### config.mk
export PLATFORM = sky130hd
export DESIGN_NAME = drive_sequencer_flat
export DESIGN_NICKNAME = d
export VERILOG_FILES = /design/src/rtl/drive_sequencer_if.sv /design/src/rtl/drive_sequencer.sv /design/src/flat_wrapper.sv
export SDC_FILE = /design/constraint.sdc
export NUM_CORES = 1
export LEC_CHECK = 0
export CORE_MARGIN = 2
export CORE_UTILIZATION = 50
export CTS_CLUSTER_SIZE = 10
export DETAILED_ROUTE_END_ITERATION = 8
export PLACE_DENSITY = 0.68
export SLEW_MARGIN = 40
export SYNTH_ARGS = -nofsm -noshare
export SYNTH_HDL_FRONTEND = slang
export SYNTH_SLANG_ARGS = --single-unit
### constraint.sdc
create_clock -name clk -period 3.3 [get_ports clk]
set_clock_uncertainty 0.2 [all_clocks]
set_input_delay 0.33 -clock clk [delete_from_list [all_inputs] [get_ports clk]]
set_output_delay 0.33 -clock clk [all_outputs]
set_load 0.005 [all_outputs]
### src/rtl/drive_sequencer_if.sv
// ============================================================================
// drive_sequencer_if : control/status bundle between the car's sensing front
//                      end, the drive sequencer and the motor block.
// Revision: 1.0
// ============================================================================
`default_nettype none

interface drive_sequencer_if;
  logic       start;
  logic [1:0] track;
  logic       stop;
  logic [1:0] left;
  logic [1:0] right;
  logic [2:0] speed_mode;
  logic [2:0] fsm_state;
  logic       fault;

  modport master (
    output start, track, stop,
    input  left, right, speed_mode, fsm_state, fault
  );

  modport slave (
    input  start, track, stop,
    output left, right, speed_mode, fsm_state, fault
  );
endinterface

`default_nettype wire

### src/rtl/drive_sequencer.sv
// ============================================================================
// drive_sequencer : registered follow/turn/search/obstacle/halt sequencer that
//                   drives wheel direction codes and motor speed mode.
// Revision: 1.0
// ============================================================================
`default_nettype none

module drive_sequencer #(
  parameter int         MIN_TURN_CYCLES = 100_000,
  parameter int         SEARCH_CYCLES   = 50_000_000,
  parameter int         CLEAR_CYCLES    = 25_000_000,
  parameter logic [2:0] SPD_FAST        = 3'b010,
  parameter logic [2:0] SPD_TURN        = 3'b001,
  parameter logic [2:0] SPD_SLOW        = 3'b000
) (
  input  logic              clk,
  input  logic              rst_n,
  drive_sequencer_if.slave  bus
);

  typedef enum logic [2:0] {
    S_IDLE   = 3'd0,
    S_FOLLOW = 3'd1,
    S_TURN_L = 3'd2,
    S_TURN_R = 3'd3,
    S_SEARCH = 3'd4,
    S_OBST   = 3'd5,
    S_HALT   = 3'd6,
    S_BAD    = 3'd7
  } state_t;

  localparam int HOLD_W   = (MIN_TURN_CYCLES > 1) ? $clog2(MIN_TURN_CYCLES) : 1;
  localparam int SEARCH_W = (SEARCH_CYCLES   > 1) ? $clog2(SEARCH_CYCLES)   : 1;
  localparam int CLR_W    = (CLEAR_CYCLES    > 1) ? $clog2(CLEAR_CYCLES)    : 1;

  localparam logic [HOLD_W-1:0]   C_HOLD_LAST   = HOLD_W'(MIN_TURN_CYCLES - 1);
  localparam logic [SEARCH_W-1:0] C_SEARCH_LAST = SEARCH_W'(SEARCH_CYCLES - 1);
  localparam logic [CLR_W-1:0]    C_CLR_LAST    = CLR_W'(CLEAR_CYCLES - 1);

  localparam logic       C_DIR_LEFT  = 1'b0;
  localparam logic       C_DIR_RIGHT = 1'b1;
  localparam logic [1:0] C_FWD       = 2'b10;
  localparam logic [1:0] C_REV       = 2'b01;
  localparam logic [1:0] C_HOLD      = 2'b00;

  state_t              r_state;
  state_t              w_next;
  logic [HOLD_W-1:0]   r_hold,   w_hold_nxt;
  logic [SEARCH_W-1:0] r_search, w_search_nxt;
  logic [CLR_W-1:0]    r_clr,    w_clr_nxt;
  logic                r_last_dir, w_last_dir_nxt;
  logic [1:0]          r_left,  w_left_nxt;
  logic [1:0]          r_right, w_right_nxt;
  logic [2:0]          r_speed, w_speed_nxt;
  logic                r_fault, w_fault_nxt;

  // Track decode shared by FOLLOW and by a turn that has served its hold time.
  function automatic state_t follow_dest(input logic [1:0] trk);
    case (trk)
      2'b10:   return S_FOLLOW;
      2'b00:   return S_TURN_L;
      2'b01:   return S_TURN_R;
      default: return S_SEARCH;
    endcase
  endfunction

  always_comb begin
    w_next       = r_state;
    w_hold_nxt   = '0;
    w_search_nxt = '0;
    w_clr_nxt    = '0;

    case (r_state)
      S_IDLE: begin
        if (bus.start) w_next = S_FOLLOW;
      end
      S_FOLLOW: begin
        w_next = bus.stop ? S_OBST : follow_dest(bus.track);
      end
      S_TURN_L, S_TURN_R: begin
        if (bus.stop)                    w_next = S_OBST;
        else if (r_hold >= C_HOLD_LAST)  w_next = follow_dest(bus.track);
        else                             w_hold_nxt = r_hold + 1'b1;
      end
      S_SEARCH: begin
        if (bus.stop)                        w_next = S_OBST;
        else if (bus.track != 2'b11)         w_next = S_FOLLOW;
        else if (r_search >= C_SEARCH_LAST)  w_next = S_HALT;
        else                                 w_search_nxt = r_search + 1'b1;
      end
      S_OBST: begin
        // Any obstacle sighting restarts the clear-time run.
        if (bus.stop)                   w_clr_nxt = '0;
        else if (r_clr >= C_CLR_LAST)   w_next = S_FOLLOW;
        else                            w_clr_nxt = r_clr + 1'b1;
      end
      S_HALT: begin
        if (bus.start) w_next = bus.stop ? S_OBST : S_FOLLOW;
      end
      default: w_next = S_IDLE;
    endcase

    w_last_dir_nxt = r_last_dir;
    if (w_next == S_TURN_L) w_last_dir_nxt = C_DIR_LEFT;
    if (w_next == S_TURN_R) w_last_dir_nxt = C_DIR_RIGHT;

    w_left_nxt  = C_HOLD;
    w_right_nxt = C_HOLD;
    w_speed_nxt = SPD_SLOW;
    w_fault_nxt = 1'b0;
    case (w_next)
      S_FOLLOW: begin
        w_left_nxt  = C_FWD;
        w_right_nxt = C_FWD;
        w_speed_nxt = SPD_FAST;
      end
      S_TURN_L: begin
        w_right_nxt = C_FWD;
        w_speed_nxt = SPD_TURN;
      end
      S_TURN_R: begin
        w_left_nxt  = C_FWD;
        w_speed_nxt = SPD_TURN;
      end
      S_SEARCH: begin
        w_left_nxt  = (w_last_dir_nxt == C_DIR_RIGHT) ? C_FWD : C_REV;
        w_right_nxt = (w_last_dir_nxt == C_DIR_RIGHT) ? C_REV : C_FWD;
      end
      S_HALT:  w_fault_nxt = 1'b1;
      default: ;
    endcase
  end

  always_ff @(posedge clk or negedge rst_n) begin
    if (!rst_n) begin
      r_state    <= S_IDLE;
      r_hold     <= '0;
      r_search   <= '0;
      r_clr      <= '0;
      r_last_dir <= C_DIR_LEFT;
      r_left     <= C_HOLD;
      r_right    <= C_HOLD;
      r_speed    <= SPD_SLOW;
      r_fault    <= 1'b0;
    end else begin
      r_state    <= w_next;
      r_hold     <= w_hold_nxt;
      r_search   <= w_search_nxt;
      r_clr      <= w_clr_nxt;
      r_last_dir <= w_last_dir_nxt;
      r_left     <= w_left_nxt;
      r_right    <= w_right_nxt;
      r_speed    <= w_speed_nxt;
      r_fault    <= w_fault_nxt;
    end
  end

  assign bus.left       = r_left;
  assign bus.right      = r_right;
  assign bus.speed_mode = r_speed;
  assign bus.fsm_state  = r_state;
  assign bus.fault      = r_fault;

endmodule

`default_nettype wire
### src/flat_wrapper.sv
// flat-port wrapper written by rule: the top's interface ports become plain ports
module drive_sequencer_flat 
#(
  parameter int         MIN_TURN_CYCLES = 100_000,
  parameter int         SEARCH_CYCLES   = 50_000_000,
  parameter int         CLEAR_CYCLES    = 25_000_000,
  parameter logic [2:0] SPD_FAST        = 3'b010,
  parameter logic [2:0] SPD_TURN        = 3'b001,
  parameter logic [2:0] SPD_SLOW        = 3'b000
)
  (clk, rst_n, bus_start, bus_track, bus_stop, bus_left, bus_right, bus_speed_mode, bus_fsm_state, bus_fault);
  drive_sequencer_if bus_i ();
  input  logic clk;
  input  logic rst_n;
  input wire logic [$bits(bus_i.start)-1:0] bus_start;
  input wire logic [$bits(bus_i.track)-1:0] bus_track;
  input wire logic [$bits(bus_i.stop)-1:0] bus_stop;
  output wire logic [$bits(bus_i.left)-1:0] bus_left;
  output wire logic [$bits(bus_i.right)-1:0] bus_right;
  output wire logic [$bits(bus_i.speed_mode)-1:0] bus_speed_mode;
  output wire logic [$bits(bus_i.fsm_state)-1:0] bus_fsm_state;
  output wire logic [$bits(bus_i.fault)-1:0] bus_fault;
  assign bus_i.start = bus_start;
  assign bus_i.track = bus_track;
  assign bus_i.stop = bus_stop;
  assign bus_left = bus_i.left;
  assign bus_right = bus_i.right;
  assign bus_speed_mode = bus_i.speed_mode;
  assign bus_fsm_state = bus_i.fsm_state;
  assign bus_fault = bus_i.fault;
  drive_sequencer #(.MIN_TURN_CYCLES(MIN_TURN_CYCLES), .SEARCH_CYCLES(SEARCH_CYCLES), .CLEAR_CYCLES(CLEAR_CYCLES), .SPD_FAST(SPD_FAST), .SPD_TURN(SPD_TURN), .SPD_SLOW(SPD_SLOW)) u_core (.clk(clk), .rst_n(rst_n), .bus(bus_i));
endmodule
==> results.json, run 1 <==
{
  "status": "finished clean",
  "startpoint": "bus_track[0]",
  "grt_pass1_vias": 2800,
  "routed_wl_mm": 7.03,
  "cts_buffers": 9,
  "drc": 0,
  "ir_worst_vdd_mv": 0.229,
  "ant_nets": 0,
  "cts_setup_buffers": 0,
  "r2r-end": "u_core.bus.right[1]",
  "synth_edf_count": 0,
  "maxCapViolations": 0,
  "cts_max_path_buffers": 2,
  "postCtsHoldBufs": 1,
  "synthDistinctLibCells": 49,
  "synthAdderAreaFrac_pct": 1.91,
  "tightest_slew_ns": 0.709,
  "path_class": "input port to register",
  "clock_latency_ns": 0.36,
  "endpoint": "u_core.bus.right[1]",
  "placement.io_buffers": 15,
  "yosysMostFrequentCell": "nor2_1",
  "synth_common_cells": "nor2_1 (80), dfrtp_1 (79), xor2_1 (39)",
  "r2r-start": "u_core.bus.fsm_state[1]",
  "yosysSeqAreaShare_pct": 50.3,
  "ys_ff_latch": 79,
  "yosys-top-cells-area": "dfrtp_1 (50%), xor2_1 (8.7%), nor2_1 (7.6%), xnor2_1 (4.2%), nand2_1 (3.1%)",
  "vias_per_cell": 5.38,
  "crit_path_cell_trace": "clkdlybuf4s50_1 -> ha_1 -> or3b_2 -> a32oi_1 -> nor2_1 -> a211oi_1 -> a21oi_1 -> and3b_1 -> or3_1",
  "synth_fp_nets": 423,
  "syn_area_per_cell_um2": 9.56,
  "drive_gt1_share_pct": 6.03,
  "nets": 438,
  "synth_top_cell_by_area": "dfrtp_1",
  "period_share_pct": 85.2,
  "start_util_pct": 51.1,
  "r2r_slack_ns": 0.64,
  "die_w_um": 92.6,
  "core-area_um2": 7690,
  "cts-resized-gates": 0,
  "hold_ws_ns": 0.295,
  "drtPass1Iterations": 4,
  "overflow": 0,
  "vias": 2868,
  "slowest_stage": "clkdlybuf4s50_1",
  "drt-initial-drc-count": 123,
  "antenna_cells": 0,
  "fin_crit_ns": 2.81,
  "placementRows": 32,
  "synth_top_area_share_pct": 50.3,
  "grt_pass1_wl_mm": 12.4,
  "path_clk_slew_ns": 0.07,
  "power.density_nw_per_um2": 478,
  "routedWlPerCell_um": 13.2,
  "synthXorXnorAreaFrac_pct": 12.9,
  "synth.area.mux_share_pct": 0.255,
  "yosys_warnings": 0,
  "async_reset_ff_share_pct": 100,
  "hold_viol": 0,
  "synth_area_um2": 3930,
  "dieArea_um2": 8580,
  "cp_max_fo": 6,
  "worstPathArrival_ns": 2.84,
  "crit_required_ns": 3.33,
  "cts_sinks": 79,
  "io_pins": 17,
  "synthSimpleGateAreaFrac_pct": 25.1,
  "cts-root-buf": "clkbuf_8",
  "slowest_delay_ns": 0.52,
  "grt_max_degree": 80,
  "fmaxAchievable_mhz": 356,
  "synth_top_family_by_area": "simple AND/OR/NAND/NOR gates",
  "holdCritPathClass": "register to register",
  "gp_congestion": 0.797,
  "syn2layout_area_growth_pct": 10.2,
  "tns_ns": 0,
  "max-slew-margin-rel_pct": 52.7,
  "track_usage_pct": 18.0,
  "dpl_cell_area_um2": 4160,
  "rsz0062_at_grt": "no",
  "syn_inst": 411,
  "maxSlewViolCount": 0,
  "p_total_uw": 2070,
  "synth_compound_area_share_pct": 6.31,
  "leakage_uw": 0.00180,
  "design_area_um2": 4330,
  "htreeDepth": 3,
  "die_h_um": 92.6,
  "start_kind": "input port",
  "r2r_cells": 7,
  "setup_viol": 0,
  "grt_antenna_before_repair": 0,
  "tritoncts": "yes",
  "place.detailed.hpwl_mm": 4.75,
  "worstSetupEndpointType": "register",
  "ys.flop_type": "dfrtp_1"
}
-- cell families (layout without fill, tap and decap cells) --
| kind of cell | count (synthesis) | count (layout) |
|---|---|---|
| other | 1 | 1 |
| buffers and inverters | 28 | 48 |
| and+or+nand+nor | 205 | 205 |
| adders and majority gates | 6 | 6 |
| DFF | 79 | 79 |
| muxes | 1 | 1 |
| xor gates and xnor gates | 58 | 58 |
| AOI/OAI and AO/OA | 33 | 33 |
-- state kept, by name, indices dropped and copies added (netlist names) --
name,count
u_core.r_hold,17
u_core.r_clr,25
u_core.r_search,26
u_core.bus.fsm_state,3
u_core.bus.left,2
u_core.r_last_dir,1
u_core.bus.right,2
u_core.bus.speed_mode,2
u_core.bus.fault,1
-- layout make-up --
| cell class | count | area [um2] |
|---|---|---|
| sequential | 79 | 1980 |
| fill | 679 | 3360 |
| clock buffer | 10 | 128 |
| clock inverter | 6 | 37.5 |
| inverter | 14 | 52.6 |
| multi-input combinational | 304 | 1830 |
| tap | 102 | 128 |
| timing repair buffer | 18 | 176 |
-- critical path: cells and delay by family --
family / cells / cell delay, ns
buffers and inverters: 1 / 0.52
AND/OR/NAND/NOR: 4 / 1.10
adder cells (fa/ha/maj): 1 / 0.23
AO/OA/AOI/OAI: 3 / 0.65
-- layer usage --
layer / global-route usage (%) / wire length, um / vias to the layer above
li1: - / - / 1427
met1: 23.8 / 3430 / 1379
met2: 28.8 / 3220 / 48
met3: 3.74 / 243 / 14
met4: 7.60 / 138 / 0
met5: 0 / 0 / -
-- worst min-delay path by stage --
stage                            startpoint                 end  slack [ns]  depth (start not counted)
after CTS                  u_core.r_hold[0]    u_core.r_hold[0]        0.30                          1
after detailed placement              rst_n    u_core.r_hold[5]        0.22                          1
after floorplan                       rst_n    u_core.bus.fault       -0.17                          0
final                      u_core.r_hold[0]    u_core.r_hold[0]        0.29                          1
after global routing       u_core.r_hold[0]    u_core.r_hold[0]        0.33                          1
after global placement    u_core.r_last_dir  u_core.bus.left[0]        0.25                          1
-- cell usage in the layout, fill, tap and decap left out, drive strengths merged, types with 3 or more instances in the layout --
cell type,count
a211oi,3
a21oi,6
a31oi,4
and3,14
and4,5
buf,3
clkbuf,10
clkdlybuf4s50,14
clkinv,3
clkinvlp,3
dfrtp,79
ha,6
inv,14
nand2,32
nand3,23
nand4,14
nor2,80
nor3,11
nor4,4
o21ai,6
or2,4
or3,7
xnor2,19
xor2,39
-- report_power, final --
group | internal [uW] | switching, uW | leakage (uW)
clock | 269 | 346 | 0.0000781
combinational | 168 | 197 | 0.000629
sequential | 1020 | 66.8 | 0.00109
-- metrics by stage --
stage	utilization (%)	setup WS (ns)	instances
after global placement	54.0	0.243	516
after floorplan	-	0.865	411
after CTS	56.3	0.506	533
after global routing	56.3	0.335	533
after detailed placement	54.1	0.135	516
final	56.3	0.488	533
(Power assumes the default switching activity.)
==> inputs of run 2 (changes only) <==
SKIP_CTS_REPAIR_TIMING = 1   (was default)
==> results of run 2 <==
The final DEF is identical to that of run 1; final timing and power are the same.
Among the figures that moved: via count of the first global-routing pass 2800 -> 2788; overall routing resource usage 18.0% -> 17.9%; met2 usage 28.8% -> 28.7%
==> inputs of run 3 (changes only) <==
ABC_AREA = 1   (was default)
PLACE_DENSITY = 0.67   (was 0.68)
==> results.json, run 3 <==
{
  "r2r-end": "u_core.r_search[8]",
  "layout_commonest_cell": "nor2_1",
  "synthXorXnorAreaFrac_pct": 4.98,
  "path_clk_slew_ns": 0.08,
  "synthAdderAreaFrac_pct": 1.71,
  "drt-initial-drc-count": 173,
  "grt_max_degree": 80,
  "placement.io_buffers": 15,
  "r2r-start": "u_core.bus.fsm_state[1]",
  "htreeDepth": 3,
  "ys_ff_latch": 79,
  "grt_antenna_before_repair": 0,
  "max-slew-margin-rel_pct": 52.1,
  "cts-root-buf": "clkbuf_8",
  "io_pins": 17,
  "nets": 575,
  "cts_max_path_buffers": 2,
  "grt_pass1_vias": 3483,
  "vias_per_cell": 5.23,
  "largest_reg_flops": 26,
  "track_usage_pct": 19.1,
  "grt_pass1_wl_mm": 15.3,
  "place.detailed.hpwl_mm": 6.11,
  "die_w_um": 97.7,
  "drtPass1Iterations": 4,
  "core-area_um2": 8640,
  "slowest_delay_ns": 0.44,
  "r2r_slack_ns": 0.98,
  "tritoncts": "yes",
  "mostFrequentLayoutCells": "nor2_1 (97), nand2_1 (83), dfrtp_1 (79)",
  "start_util_pct": 50.9,
  "synth_top_area_share_pct": 45.0,
  "r2r_cells": 6,
  "slowest_stage": "dfrtp_1",
  "crit_required_ns": 3.37,
  "rsz0062_at_grt": "no",
  "worstPathArrival_ns": 2.39,
  "syn2layout_area_growth_pct": 9.85,
  "gp_congestion": 0.859,
  "worstHoldEndpoint": "u_core.r_search[0]",
  "crit_path_cell_trace": "nor2_1 -> nand2_1 -> nor3_1 -> nand3_1 -> buf_4 -> nor3b_1",
  "synth_area_um2": 4390,
  "hold_viol": 0,
  "cts_sinks": 79,
  "maxSlewViolCount": 0,
  "overflow": 0,
  "tightest_slew_ns": 0.718,
  "crit_family": "simple AND/OR/NAND/NOR gates",
  "synth_edf_count": 0,
  "leakage_uw": 0.00209,
  "routedWlPerCell_um": 12.5,
  "yosysSeqAreaShare_pct": 45.0,
  "fmaxAchievable_mhz": 431,
  "dieArea_um2": 9550,
  "synth_top_cell_by_area": "dfrtp_1",
  "placementRows": 34,
  "synth_compound_area_share_pct": 6.86,
  "syn_inst": 542,
  "synthDistinctLibCells": 39,
  "p_total_uw": 2160,
  "regMostFlops": "u_core.r_search",
  "worstHoldStart": "u_core.r_search[0]",
  "fin_crit_ns": 2.32,
  "drc": 0,
  "whs_path_depth": 1,
  "worstSetupEndpointType": "register",
  "ys.flop_type": "dfrtp_1",
  "vias": 3534,
  "synthSimpleGateAreaFrac_pct": 33.8,
  "async_reset_ff_share_pct": 100,
  "period_share_pct": 70.3,
  "yosys-top-cells-area": "dfrtp_1 (45%), nor2_1 (8.3%), nand2_1 (7.1%), inv_1 (5.9%), xor2_1 (3.8%)",
  "ant_nets": 0,
  "largest_registers": "u_core.r_search: 26 flops, u_core.r_clr: 25 flops, u_core.r_hold: 17 flops",
  "antenna_cells": 0,
  "drive_gt1_share_pct": 13.2,
  "crit_buf_inv": 1,
  "clock_latency_ns": 0.35,
  "yosys_warnings": 0,
  "yosysMostFrequentCell": "nor2_1",
  "synth_common_cells": "nor2_1 (97), nand2_1 (83), dfrtp_1 (79)",
  "holdCritPathClass": "register to register",
  "status": "finished clean",
  "setup_viol": 0,
  "cp_num_cells": 6,
  "synth_fp_nets": 554,
  "die_h_um": 97.7,
  "routed_wl_mm": 8.46,
  "path_class": "register to register",
  "cp_max_fo": 15,
  "ir_worst_vdd_mv": 0.205,
  "synth.area.mux_share_pct": 0,
  "synth_top_family_by_area": "simple AND/OR/NAND/NOR gates",
  "syn_area_per_cell_um2": 8.11,
  "start_kind": "register",
  "maxCapViolations": 0,
  "cts_buffers": 9,
  "tns_ns": 0,
  "power.density_nw_per_um2": 447
}
-- run 3: changes by cell type in the layout (fill, tap and decap cells not counted), sizes merged, moves of 14 or more --
cell / previous run / this run
nor3: 11 / 29
nor2: 80 / 114
a21oi: 6 / 20
xor2: 39 / 19
and3: 14 / 0
nand2: 32 / 90
inv: 14 / 79
nand3: 23 / 38
-- run 3: power breakdown --
group | switching, uW | internal, uW | total, uW
sequential | 51.7 | 1030 | 1080
clock | 362 | 269 | 632
combinational | 277 | 173 | 450
total | 691 | 1470 | 2160
-- run 3: worst max-delay path by stage --
| stage | from | end | slack (ns) |
|---|---|---|---|
| CTS | u_core.r_search[0] | u_core.r_search[8] | 0.98 |
| detailed placement | bus_track[0] | u_core.r_search[8] | 0.71 |
| finish | u_core.bus.fsm_state[1] | u_core.r_search[8] | 0.98 |
| global route | u_core.r_hold[0] | u_core.r_last_dir | 0.76 |
| global placement | bus_track[0] | u_core.r_search[10] | 0.77 |
| floorplan | u_core.r_search[0] | u_core.r_search[24] | 1.39 |
-- run 3: cell families (layout without fill, tap and decap cells) --
kind of cell    Yosys count  after routing
xor+xnor                 25             25
compound gates           49             49
buf+inv                  86            112
flops                    79             79
fa+ha+maj                 6              6
simple gates            296            296
other cells               1              1
-- run 3: final cells by class --
type | instances | area (um2)
Clock buffer | 10 | 128
Clock inverter | 6 | 37.5
Sequential cell | 79 | 1980
Timing Repair Buffer | 17 | 169
Multi-Input combinational cell | 377 | 2080
Tap cell | 108 | 135
Fill cell | 805 | 3810
Inverter | 79 | 297
-- run 3: layer usage --
metal	wire, um	global-route usage [%]
met1	3970	25.3
met2	4070	31.8
met3	277	3.29
met4	132	6.94
met5	0	0
-- run 3: stage by stage --
stage	cells	hold WS, ns	area [um2]	worst slack [ns]	utilization, %
3_5_place_dp	659	0.227	4650	0.705	53.9
6_report	676	0.279	4830	0.980	55.9
2_1_floorplan	542	-0.166	4390	1.39	-
3_3_place_gp	659	0.251	4650	0.768	53.8
5_1_grt	676	0.294	4830	0.756	55.9
4_1_cts	675	-0.162	4820	0.978	55.8
